<file path="src/rtl/temporal_encoder.sv">
// Binary-to-temporal source for race-logic operators: owns the gamma timebase
// and emits each accepted word as a step or pulse edge on q at tick v.
module temporal_encoder #(
  parameter int GAMMA_CYCLE_WIDTH = 16,
  parameter int PULSE_WIDTH       = 8,
  parameter int VAL_WIDTH         = $clog2(GAMMA_CYCLE_WIDTH) + 1
) (
  input  logic                                 aclk,
  input  logic                                 grst,
  input  logic                                 en,
  input  logic                                 in_valid,
  output logic                                 in_ready,
  input  logic [VAL_WIDTH-1:0]                 in_value,
  input  logic                                 in_mode,
  output logic                                 q,
  output logic [$clog2(GAMMA_CYCLE_WIDTH)-1:0] gamma_tick,
  output logic                                 gamma_rst,
  output logic                                 busy
);

  localparam int G  = GAMMA_CYCLE_WIDTH;
  localparam int TW = $clog2(G);
  localparam logic [TW-1:0] LAST_TICK = TW'(G - 1);
  localparam logic [31:0]   LAST_EDGE = 32'(G - 2);
  localparam logic [31:0]   PW        = 32'(PULSE_WIDTH);

  logic                 pend_valid;
  logic [VAL_WIDTH-1:0] pend_value;
  logic                 pend_mode;
  logic                 act_valid;
  logic [VAL_WIDTH-1:0] act_value;
  logic                 act_mode;

  logic                 boundary;
  logic [TW-1:0]        tick_nxt;
  logic                 act_valid_nxt;
  logic [VAL_WIDTH-1:0] act_value_nxt;
  logic                 act_mode_nxt;
  logic [31:0]          t32;
  logic [31:0]          v32;
  logic                 finite_nxt;
  logic                 q_nxt;

  assign in_ready = ~pend_valid;

  // Outputs are evaluated against the tick and active word that will be in
  // place after the edge, so q lines up with gamma_tick without latency.
  always_comb begin
    boundary      = en && (gamma_tick == LAST_TICK);
    tick_nxt      = gamma_tick;
    act_valid_nxt = act_valid;
    act_value_nxt = act_value;
    act_mode_nxt  = act_mode;
    if (en) tick_nxt = boundary ? '0 : gamma_tick + TW'(1);
    if (boundary) begin
      act_valid_nxt = pend_valid;
      act_value_nxt = pend_value;
      act_mode_nxt  = pend_mode;
    end
    t32        = 32'(tick_nxt);
    v32        = 32'(act_value_nxt);
    finite_nxt = act_valid_nxt && (v32 <= LAST_EDGE);
    q_nxt      = en && finite_nxt && (t32 >= v32) && (t32 <= LAST_EDGE) &&
                 (!act_mode_nxt || ((t32 - v32) < PW));
  end

  always_ff @(posedge aclk or posedge grst) begin
    if (grst) begin
      gamma_tick <= '0;
      gamma_rst  <= 1'b0;
      q          <= 1'b0;
      busy       <= 1'b0;
      pend_valid <= 1'b0;
      pend_value <= '0;
      pend_mode  <= 1'b0;
      act_valid  <= 1'b0;
      act_value  <= '0;
      act_mode   <= 1'b0;
    end else begin
      gamma_tick <= tick_nxt;
      gamma_rst  <= en && (tick_nxt == LAST_TICK);
      q          <= q_nxt;
      busy       <= finite_nxt;
      act_valid  <= act_valid_nxt;
      act_value  <= act_value_nxt;
      act_mode   <= act_mode_nxt;
      // Accept and boundary transfer never collide: accept needs pending empty.
      if (boundary) pend_valid <= 1'b0;
      if (in_valid && !pend_valid) begin
        pend_valid <= 1'b1;
        pend_value <= in_value;
        pend_mode  <= in_mode;
      end
    end
  end

endmodule

</file>
<file path="config.mk">
export PLATFORM = sky130hd
export DESIGN_NAME = temporal_encoder
export DESIGN_NICKNAME = d
export VERILOG_FILES = /design/src/rtl/temporal_encoder.sv
export SDC_FILE = /design/constraint.sdc
export NUM_CORES = 1
export LEC_CHECK = 0
export ABC_AREA = 1
export ABC_CLOCK_PERIOD_IN_PS = 2600
export CELL_PAD_IN_SITES_DETAIL_PLACEMENT = 2
export CELL_PAD_IN_SITES_GLOBAL_PLACEMENT = 2
export CORE_ASPECT_RATIO = 0.8
export CORE_UTILIZATION = 31
export CTS_CLUSTER_SIZE = 12
export DETAILED_ROUTE_END_ITERATION = 8
export GPL_TIMING_DRIVEN = 0
export PLACE_DENSITY_LB_ADDON = 0.25
export SLEW_MARGIN = 20
export SYNTH_ARGS = -nofsm -noshare
export SYNTH_HDL_FRONTEND = slang
export SYNTH_SLANG_ARGS = --single-unit
</file>
<file path="constraint.sdc">
create_clock -name aclk -period 2.6 [get_ports aclk]
set_clock_uncertainty 0.15 [all_clocks]
set_input_delay 0.26 -clock aclk [delete_from_list [all_inputs] [get_ports aclk]]
set_output_delay 0.26 -clock aclk [all_outputs]
set_load 0.01 [all_outputs]
</file>
; Word-level counts from Yosys, hierarchy flattened
; Index checks and enable logic that the tools add are counted.
[op_classes]
addsub = 2
order_cmp = 4
eq_ne = 2
muxes = 7
n_bitwise = 1
reduce_logical = 12
[ops]
columns = cell, count
row1 = 32-bit by 4-bit less-than comparator with 1-bit output (second input constant), 1
row2 = 4-bit == test (second input constant), 2
row3 = 1-bit logical AND, 8
row4 = 4-bit 2-to-1 mux, 2
row5 = 4-bit by 5-bit subtractor with 6-bit output, 1
row6 = 4-bit by 5-bit greater-or-equal comparator with 1-bit output, 1
row7 = 5-bit by 4-bit less-or-equal comparator with 1-bit output (second input constant), 1
row8 = 5-bit 2-to-1 mux, 1
row9 = 4-bit by 1-bit adder with 4-bit output (second input constant), 1
row10 = 4-bit less-or-equal comparator (second input constant), 1
row11 = 1-bit 2-to-1 mux, 4
row12 = 1-bit zero test, 2
row13 = 2-bit nonzero test, 1
row14 = 1-bit logical OR, 1
row15 = 1-bit NOT, 1
[word_totals]
reg_bits = 21
inputBits = 10
output_inout_bits = 8
wordCells = 38

; Depth between registers and ports, before layout
; Gate-level depths: netlist (run 1).
[depth]
depth_word = 9
depth_mapped = 16
ltp_nobuf = 16

; Worst setup path before layout (run 1)
; OpenSTA, ideal clock, no wires.
[synth_path]
path_kind = register -> register
from = register gamma_tick[0]
to = register q
setup_time_ns = 0.119
t_arrival_ns = 1.954
required_time_ns = 2.331
path_slack_ns = 0.377
stages_incl_launch_ff = 16
n_path_buf = 0
synth_period_minus_slack_ns = 2.223
cell_sequence = dfrtp_1 ha_1 nand2_4 inv_1 nand2_2 nand2_1 nand2_2 inv_1 ha_1 nand2_1 inv_1 nand2_1 nand2_1 and2_2 a21oi_1 nor2_1
[synth_between]
elab_chain_len = 9
[synth_rtl]
columns = item, line_no
row1 = "start, declared", 16  ; output logic [$clog2(GAMMA_CYCLE_WIDTH)-1:0] gamma_tick,
row2 = "start signal, assigned", 80  ; gamma_tick <= tick_nxt;
row3 = 4-bit == test (*), 49  ; boundary = en && (gamma_tick == LAST_TICK);
row4 = 1-bit logical AND (*), 49
row5 = 5-bit 2-to-1 mux (*), 55  ; if (boundary) begin
row6 = net act_value_nxt[2], 37  ; logic [VAL_WIDTH-1:0] act_value_nxt;
row7 = branches (longest 5 deep; another with 32-bit by 4-bit less-than comparator with 1-bit output), -
row8 = 1-bit logical AND (*), 63  ; q_nxt = en && finite_nxt && (t32 >= v32) && (t32 <= LAST_EDGE) &&
row9 = net q_nxt, 42  ; logic q_nxt;
row10 = "end signal, assigned", 82  ; q <= q_nxt;
row11 = "end, declared", 15  ; output logic q,
; Mark *: on every way through the listed nets, which the timed path passes.
; A chain may end at the register's enable or synchronous reset.

; Final worst setup path (run 1)
[layout_path]
from = register gamma_tick[1]
to = register q
; The elaborated chain is that of the path after synthesis.

==> results.sh, run 1 <==
export IMPL_dp_hpwl_mm=2.23
export IMPL_clk_path_buf_depth=2
export IMPL_path_class="reg2reg"
export IMPL_num_io_pins=18
export IMPL_cp_arrival_ps=2440
export IMPL_final_cell_mix="nand2_1, dfrtp_1, inv_1"
export IMPL_synth_cells=125
export IMPL_cp_max_fo=4
export IMPL_cts_made_buffers=3
export IMPL_area_growth_pct=29.3
export IMPL_end_kind="register"
export IMPL_cts_tree="built"
export IMPL_path_clk_slew_ps=80
export IMPL_routed_wl_mm=3.15
export IMPL_final_util_pct=43.7
export IMPL_grt_use_total_pct=18.4
export IMPL_htree_levels=1
export IMPL_setup_violations_final=0
export IMPL_worst_path_dominant_cell_family="simple AND/OR/NAND/NOR gates"
export IMPL_fin_crit_sh_pct=93.9
export IMPL_slew_headroom_pct=43.6
export IMPL_gp_congestion=0.740
export IMPL_hold_class="in2reg"
export IMPL_root_buffer="clkbuf_8"
export IMPL_hold_viol_final=0
export IMPL_yosysSeqAreaShare_pct=48.6
export IMPL_fmax_mhz=410
export IMPL_multi_input_comb_area_um2=488
export IMPL_slowest_delay_ps=400
export IMPL_drt_pass1_iter_count=4
export IMPL_reg2reg_depth=15
export IMPL_drc_errors=0
export IMPL_tightest_slew_ps=845
export IMPL_die_area_um2=3730
export IMPL_grt_pass1_wl_mm=4.82
export IMPL_wl_per_cell_um=16.6
export IMPL_yosys_warnings=0
export IMPL_grt_pass1_vias=992
export IMPL_leakagePower_nw=0.709
export IMPL_synth_seq_cells=21
export IMPL_initial_core_util_pct=33.8
export IMPL_dieHeight_um=54.8
export IMPL_fillers=357
export IMPL_layout_drive_gt1_share_pct=20.0
export IMPL_cp_buffers_inverters=2
export IMPL_clock_latency_ps=260
export IMPL_via_per_inst=4.71
export IMPL_drt_iter0_markers=20
export IMPL_overflow=0
export IMPL_fin_ws_ps=159
export IMPL_slowest_stage="dfrtp_1"
export IMPL_final_common_cell="nand2_1"
export IMPL_syn_area_um2=1080
export IMPL_register_area_um2=526
export IMPL_status="complete, no violations"
export IMPL_max_vdd_ir_drop_mv=0.336
export IMPL_grt_max_degree=22
export IMPL_fin_crit_ps=2440
export IMPL_clock_sinks=21
export IMPL_antenna_cells=0
export IMPL_num_vias=895
export IMPL_yosysUniqueCellTypes=21
export IMPL_io_buffer_count=16
export IMPL_cap_violations=0
export IMPL_dp_slack_ps=69.7
export IMPL_crit_cells=15
export IMPL_syn_nets=140
export IMPL_num_nets_final=166
export IMPL_crit_path_frequent_cell="nand2_1"
export IMPL_antenna_left=0
export IMPL_cp_cell_sequence="ha_2 -> nand2_4 -> nor2_4 -> buf_4 -> nand2_1 -> nand2_2 -> inv_1 -> ha_1 -> nand2_1 -> nand2_1 -> nand2_1 -> nand2_1 -> and2_2 -> a21oi_1 -> nor2_1"
export IMPL_drv_slew=0
export IMPL_start_kind="register"
export IMPL_syn_area_per_cell_um2=8.65
export IMPL_hold_depth=3
export IMPL_worstPathRequired_ps=2600
export IMPL_p_per_area_nw_per_um2=1060
export IMPL_fp_dieW_um=68.0
export IMPL_antenna_found_initial=0
export IMPL_rows=18
export IMPL_core_um2=3200
## layer usage
metal | part of all wire [%] | GRT usage, % | wire, um
met1 | 46 | 24.0 | 1460
met4 | 0.38 | 2.08 | 12
met5 | 0 | 0 | 0
met2 | 51 | 31.9 | 1600
met3 | 2.4 | 4.38 | 74
## synth_stat cells
master	count	area share [%]
nand2_1	32	11
dfrtp_1	21	49
inv_1	20	6.9
nor2_1	9	3.1
nand2_2	7	4.1
nand3_1	6	2.8
ha_1	5	5.8
mux2_2	5	5.2
a21oi_1	4	1.9
o21ai_0	3	1.4
nand3b_1	2	1.4
nor3_1	2	0.93
and2_2	1	0.69
buf_6	1	1.0
clkinv_1	1	0.35
nand2_4	1	1.0
nor2_2	1	0.58
nor2_4	1	1.0
o21a_1	1	0.69
o21ai_2	1	0.81
or2_1	1	0.58
## tightest hold or removal path: cells and delay by family
family,cells,cell delay [ps]
and+or+nand+nor,1,50
buffers and inverters,2,190
## repair_timing
item | 4_1_cts | 5_1_grt
hold buffers | 0 | 0
gates resized for setup | 0 | 4
endpoints found under the setup margin | 0 | 1
buffers inserted | 0 | 5
## per-stage QoR
stage               TNS, ps  cells  instance area [um^2]  hold WS (ps)  power (W)
finish                    0    190                  1400           124    0.00149
global route          -13.8    190                  1400           128    0.00162
CTS                       0    185                  1340           120    0.00144
detailed placement        0    181                  1290           330    0.00121
global placement          0    181                  1290           318    0.00115
floorplan                 0    125                  1080          86.5   0.000961
## power breakdown
| group | switching (W) | internal (W) |
|---|---|---|
| registers | 0.0000695 | 0.000446 |
| logic | 0.000428 | 0.000324 |
| clock network | 0.000111 | 0.000107 |
| total | 0.000609 | 0.000877 |
## cells by family (layout without fill, tap and decap cells)
| group | after synthesis | in the layout | synth area share, % |
|---|---|---|---|
| compound gates | 9 | 9 | 4.75 |
| simple gates | 63 | 63 | 27.3 |
| mux | 5 | 5 | 5.21 |
| fa+ha+maj | 5 | 5 | 5.79 |
| buf+inv | 22 | 47 | 8.33 |
| flops | 21 | 21 | 48.6 |
## final timing paths
check	from	endpoint	slack (ps)
worst max-delay path	gamma_tick[1]	q	160
worst min-delay path	en	gamma_rst	120
worst max register to register	gamma_tick[1]	q	160
worst min register to register	act_valid	act_valid	350
max in group asynchronous	grst	q	1440
min in group asynchronous	grst	gamma_rst	330
## layout make-up
cell class                      count  area share [%]
Inverter                           21            5.64
Multi-Input combinational cell     82            34.9
Timing Repair Buffer               21            14.1
Tap cell                           40            3.58
Buffer                              1           0.806
Clock inverter                      1           0.358
Clock buffer                        3            2.95
Sequential cell                    21            37.6
## sequential cells by signal, summed over array words and instances, names as in the netlist
register    cells
pend_valid      1
gamma_tick      4
act_value       5
act_mode        1
busy            1
act_valid       1
pend_mode       1
pend_value      5
gamma_rst       1
q               1
Note: power is estimated with default switching activity, not from simulation.
==> run 2: changes to the inputs <==
- ABC_AREA: 1 -> default
- CORE_UTILIZATION: 31 -> 34
- PLACE_DENSITY: default -> 0.84
- PLACE_DENSITY_LB_ADDON: 0.25 -> default
==> results.sh, run 2 <==
export IMPL_status="complete, no violations"
export IMPL_crit_cells=9
export IMPL_top_regs="act_value: 5 flops, pend_value: 5 flops, gamma_tick: 4 flops"
export IMPL_yosys_most_used_dff="dfrtp_1"
export IMPL_fin_crit_sh_pct=97.9
export IMPL_drv_slew=0
export IMPL_htree_levels=1
export IMPL_use_met1_pct=20.6
export IMPL_dp_hpwl_mm=2.04
export IMPL_antenna_found_initial=0
export IMPL_synth_edf_count=0
export IMPL_use_met3_pct=3.95
export IMPL_clk_path_buf_depth=2
export IMPL_cts_made_buffers=3
export IMPL_io_buffer_count=16
export IMPL_core_um2=2830
export IMPL_num_nets_final=124
export IMPL_timing_rr_start="gamma_tick[0]"
export IMPL_num_vias=759
export IMPL_via_per_inst=5.20
export IMPL_setup_violations_final=0
export IMPL_grt_pass1_vias=833
export IMPL_reg2reg_depth=9
export IMPL_max_vdd_ir_drop_mv=0.535
export IMPL_setup_tns_ps=0
export IMPL_drc_errors=0
export IMPL_grt_max_degree=22
export IMPL_overflow=0
export IMPL_r2r_slack_ps=50
export IMPL_path_class="reg2reg"
export IMPL_slowest_delay_ps=460
export IMPL_root_buffer="clkbuf_8"
export IMPL_cp_buffers_inverters=2
export IMPL_path_clk_slew_ps=80
export IMPL_synth_top_area_share_pct=50.4
export IMPL_antenna_cells=0
export IMPL_netlist_top_cells_count="dfrtp_1, mux2_2, inv_1"
export IMPL_yosysTopAreaCell="dfrtp_1"
export IMPL_rows=17
export IMPL_whs_ps=121
export IMPL_wl_per_cell_um=19.0
export IMPL_die_area_um2=3290
export IMPL_hold_start="en"
export IMPL_fmax_mhz=393
export IMPL_finalPower_w=0.00159
export IMPL_fillers=284
export IMPL_start_kind="register"
export IMPL_slew_headroom_pct=46.5
export IMPL_cp_max_fo=10
export IMPL_hold_path_end="gamma_rst"
export IMPL_drt_pass1_iter_count=4
export IMPL_cap_violations=0
export IMPL_yosysSeqAreaShare_pct=50.4
export IMPL_cts_tree="built"
export IMPL_antenna_left=0
export IMPL_final_common_cell="dfrtp_1"
export IMPL_hold_viol_final=0
export IMPL_area_growth_pct=28.6
export IMPL_gp_congestion=0.734
export IMPL_final_cell_mix="dfrtp_1, clkdlybuf4s50_1, mux2_2"
export IMPL_num_io_pins=18
export IMPL_fin_crit_ps=2550
export IMPL_yosysUniqueCellTypes=32
export IMPL_slowest_stage="dfrtp_2"
export IMPL_syn_area_um2=1040
export IMPL_end_kind="register"
export IMPL_initial_core_util_pct=36.8
export IMPL_drt_iter0_markers=31
export IMPL_grt_pass1_wl_mm=4.21
export IMPL_layout_drive_gt1_share_pct=24.1
export IMPL_p_per_area_nw_per_um2=1190
export IMPL_yosys_warnings=0
export IMPL_r2r_end="q"
export IMPL_syn_area_per_cell_um2=12.1
export IMPL_fp_dieW_um=63.9
export IMPL_synth_cells=86
export IMPL_leakagePower_nw=0.611
export IMPL_synth_most_common_cell="dfrtp_1"
export IMPL_cp_cell_sequence="ha_4 -> nand4_4 -> buf_8 -> mux2_1 -> inv_1 -> ha_1 -> a21oi_2 -> nand4b_1 -> a311oi_2"
export IMPL_tightest_slew_ps=801
export IMPL_clock_sinks=21
export IMPL_worst_path_dominant_cell_family="compound AO/OA/AOI/OAI gates"
export IMPL_clock_latency_ps=270
export IMPL_synth_seq_cells=21
export IMPL_syn_nets=101
export IMPL_busiest_layer="met2"
export IMPL_startpoint="gamma_tick[0]"
export IMPL_cp_arrival_ps=2580
export IMPL_hold_depth=2
export IMPL_worstPathRequired_ps=2630
export IMPL_hold_class="in2reg"
export IMPL_synthArstFlopShare_pct=100
export IMPL_routed_wl_mm=2.77
export IMPL_dieHeight_um=51.5
export IMPL_synth_area_leaders="dfrtp_1, mux2_2, ha_1"
export IMPL_grt_use_met2_pct=33.7
export IMPL_grt_use_total_pct=18.0
-- run 2: cell types whose count changed in the layout (fill, tap and decap cells not counted), sizes merged, moves of 6 or more --
cell and change:
inv -13, nand3 -6, nor2 -8, mux2 +7, nand2 -34
-- run 2: repair_timing --
| item | in CTS | in global routing |
|---|---|---|
| endpoints found under the setup margin | 1 | 1 |
| setup buffers | 0 | 2 |
| hold buffers | 0 | 0 |
| gates cloned | 0 | 0 |
| pin swaps | 0 | 2 |
| gates resized for setup | 3 | 5 |
-- run 2: worst max-delay path by stage --
stage                     endpoint
after floorplan                  q
after global placement           q
after detailed placement         q
after CTS                        q
after global routing             q
final                            q
-- run 2: cell type report --
cell class / count / area [um^2] / share of cell area (%)
Clock inverter: 1 / 5.00 / 0.373
Sequential cell: 21 / 528 / 39.4
Tap cell: 38 / 47.5 / 3.55
Buffer: 3 / 30.0 / 2.24
Timing Repair Buffer: 18 / 175 / 13.1
Multi-Input combinational cell: 55 / 487 / 36.3
Inverter: 7 / 26.3 / 1.96
Clock buffer: 3 / 41.3 / 3.08
-- run 2: metrics by stage --
stage,cell area [um^2],util (%),setup slack [ps],instances
after floorplan,1040,-,271,86
after global placement,1250,44.2,69.7,140
after global routing,1340,47.4,-24.6,146
after CTS,1300,46.0,45.7,144
final,1340,47.4,53.6,146
after detailed placement,1250,44.2,-70.6,140
-- run 2: kinds of logic (layout without fill, tap and decap cells) --
family	count (synthesis)	after routing	synth area share [%]
AO/OA/AOI/OAI	12	12	7.44
XOR/XNOR	1	1	0.840
adder cells (fa/ha/maj)	5	5	6.00
buffers and inverters	10	32	5.04
flip-flops	21	21	50.4
multiplexers	13	13	13.9
AND/OR/NAND/NOR	24	24	16.3
-- run 2: where the power goes --
part           internal (W)  switching (W)  total [W]
registers          0.000467       0.000126   0.000593
logic              0.000383       0.000395   0.000778
clock network      0.000107       0.000112   0.000219
total              0.000957       0.000633    0.00159
-- run 2: metal layers --
metal,vias up,share of wire [%],wire [um]
met3,4,2.1,57
met2,10,54,1500
met4,0,1.1,30
met1,400,43,1190
li1,345,-,-
met5,-,0,0
==> run 3: changes to the inputs <==
- MAX_ROUTING_LAYER: default -> met4
==> results.sh, run 3 (same netlist as run 2, synthesis figures left out) <==
export IMPL_io_buffer_count=16
export IMPL_tightest_slew_ps=801
export IMPL_p_sw_w=0.000630
export IMPL_gp_congestion=0.743
export IMPL_antenna_found_initial=0
export IMPL_setup_violations_final=0
export IMPL_dieHeight_um=51.5
export IMPL_num_nets_final=124
export IMPL_core_um2=2830
export IMPL_antenna_cells=0
export IMPL_path_class="reg2reg"
export IMPL_grt_pass1_vias=830
export IMPL_die_area_um2=3290
export IMPL_final_cells=146
export IMPL_status="complete, no violations"
export IMPL_clock_sinks=21
export IMPL_finalPower_w=0.00159
export IMPL_start_kind="register"
export IMPL_p_int_w=0.000957
export IMPL_fmax_mhz=394
export IMPL_cts_made_buffers=3
export IMPL_rows=17
export IMPL_hold_viol_final=0
export IMPL_dp_hpwl_mm=2.04
export IMPL_drt_pass1_iter_count=4
export IMPL_fp_dieW_um=63.9
export IMPL_drv_slew=0
export IMPL_stdcell_area_um2=1340
export IMPL_fin_crit_ps=2540
export IMPL_cap_violations=0
export IMPL_power_frac_comb_pct=49.0
export IMPL_initial_core_util_pct=36.8
export IMPL_top_regs="act_value: 5 flops, pend_value: 5 flops, gamma_tick: 4 flops"
export IMPL_via_per_inst=5.19
export IMPL_overflow=0
export IMPL_clkPwrFrac_pct=13.7
export IMPL_path_clk_slew_ps=80
export IMPL_p_per_area_nw_per_um2=1180
export IMPL_grt_use_total_pct=18.6
export IMPL_setup_tns_ps=0
export IMPL_cts_tree="built"
export IMPL_clock_latency_ps=270
export IMPL_fin_crit_sh_pct=97.5
export IMPL_grt_pass1_wl_mm=4.22
export IMPL_max_vdd_ir_drop_mv=0.535
export IMPL_dp_cells=140
export IMPL_antenna_left=0
export IMPL_grt_max_degree=22
export IMPL_final_cell_mix="dfrtp_1, clkdlybuf4s50_1, mux2_2"
export IMPL_r2r_slack_ps=60
export IMPL_fillers=284
export IMPL_p_seq_share_pct=37.3
export IMPL_cp_arrival_ps=2560
export IMPL_switching_share_pct=39.7
export IMPL_slew_headroom_pct=46.5
export IMPL_layout_drive_gt1_share_pct=24.1
export IMPL_root_buffer="clkbuf_8"
export IMPL_cp_max_fo=10
export IMPL_num_io_pins=18
export IMPL_num_vias=758
export IMPL_htree_levels=1
export IMPL_wl_per_cell_um=19.0
export IMPL_leakagePower_nw=0.611
export IMPL_clk_path_buf_depth=2
export IMPL_final_common_cell="dfrtp_1"
export IMPL_end_kind="register"
export IMPL_routed_wl_mm=2.77
export IMPL_drc_errors=0
export IMPL_hold_class="in2reg"
export IMPL_worstPathRequired_ps=2630
export IMPL_drt_iter0_markers=35
export IMPL_dpl_cell_area_um2=1250
export IMPL_hold_buffers=0
export IMPL_area_growth_pct=28.6
run 3: cell counts in the layout (fill, tap and decap cells not counted):
No cell type changed its count.
run 3: layout make-up:
cell class / instances / area (um^2) / area share, %
buffer: 3 / 30.0 / 2.24
clock buffer: 3 / 41.3 / 3.08
clock inverter: 1 / 5.00 / 0.373
inverter: 7 / 26.3 / 1.96
multi-input combinational: 55 / 487 / 36.3
sequential: 21 / 528 / 39.4
tap: 38 / 47.5 / 3.55
timing repair buffer: 18 / 175 / 13.1
run 3: power groups by stage:
stage	clock (W)	sequential (W)	combinational [W]
final	0.000217	0.000592	0.000778
after detailed placement	0	0.000587	0.000688
after floorplan	0	0.000569	0.000417
after CTS	0.000227	0.000586	0.000694
after global placement	0	0.000571	0.000614
after global routing	0.000238	0.000610	0.000848
run 3: critical path, stage by stage (launching register included):
cell and delay, ps:
dfrtp_2 460, ha_4 200, nand4_4 110, buf_8 150, mux2_1 350, inv_1 90
ha_1 280, a21oi_2 200, nand4b_1 150, a311oi_2 300
run 3: what timing repair did:
| item | CTS | global route |
|---|---|---|
| pin swaps | 0 | 2 |
| setup endpoints to repair | 1 | 1 |
| setup buffers | 0 | 2 |
| resized for setup | 3 | 5 |
run 3: layer usage:
| layer | GRT usage, % | share of wire [%] | vias to the layer above |
|---|---|---|---|
| met1 | 20.7 | 43 | 399 |
| met4 | 5.68 | 1.1 | 0 |
| li1 | - | - | 345 |
| met5 | - | 0 | - |
| met2 | 33.7 | 54 | 10 |
| met3 | 3.95 | 2.1 | 4 |
run 3: path summary, 6_finish.rpt:
path	start	endpoint	cells past startpoint
max in group asynchronous	grst	gamma_tick[1]	2
hold / removal	en	gamma_rst	2
setup / recovery	gamma_tick[0]	q	9
min in group asynchronous	grst	gamma_rst	2
setup reg to reg	gamma_tick[0]	q	9
hold reg to reg	act_valid	act_valid	1
run 3: through the flow:
stage          utilization, %  hold WS (ps)  setup WS [ps]
5_1_grt                  47.4           138          -24.6
4_1_cts                  46.0           119           45.7
6_report                 47.4           122           64.8
2_1_floorplan               -          86.5            271
3_3_place_gp             44.2           318           69.7
3_5_place_dp             44.2           331          -70.6
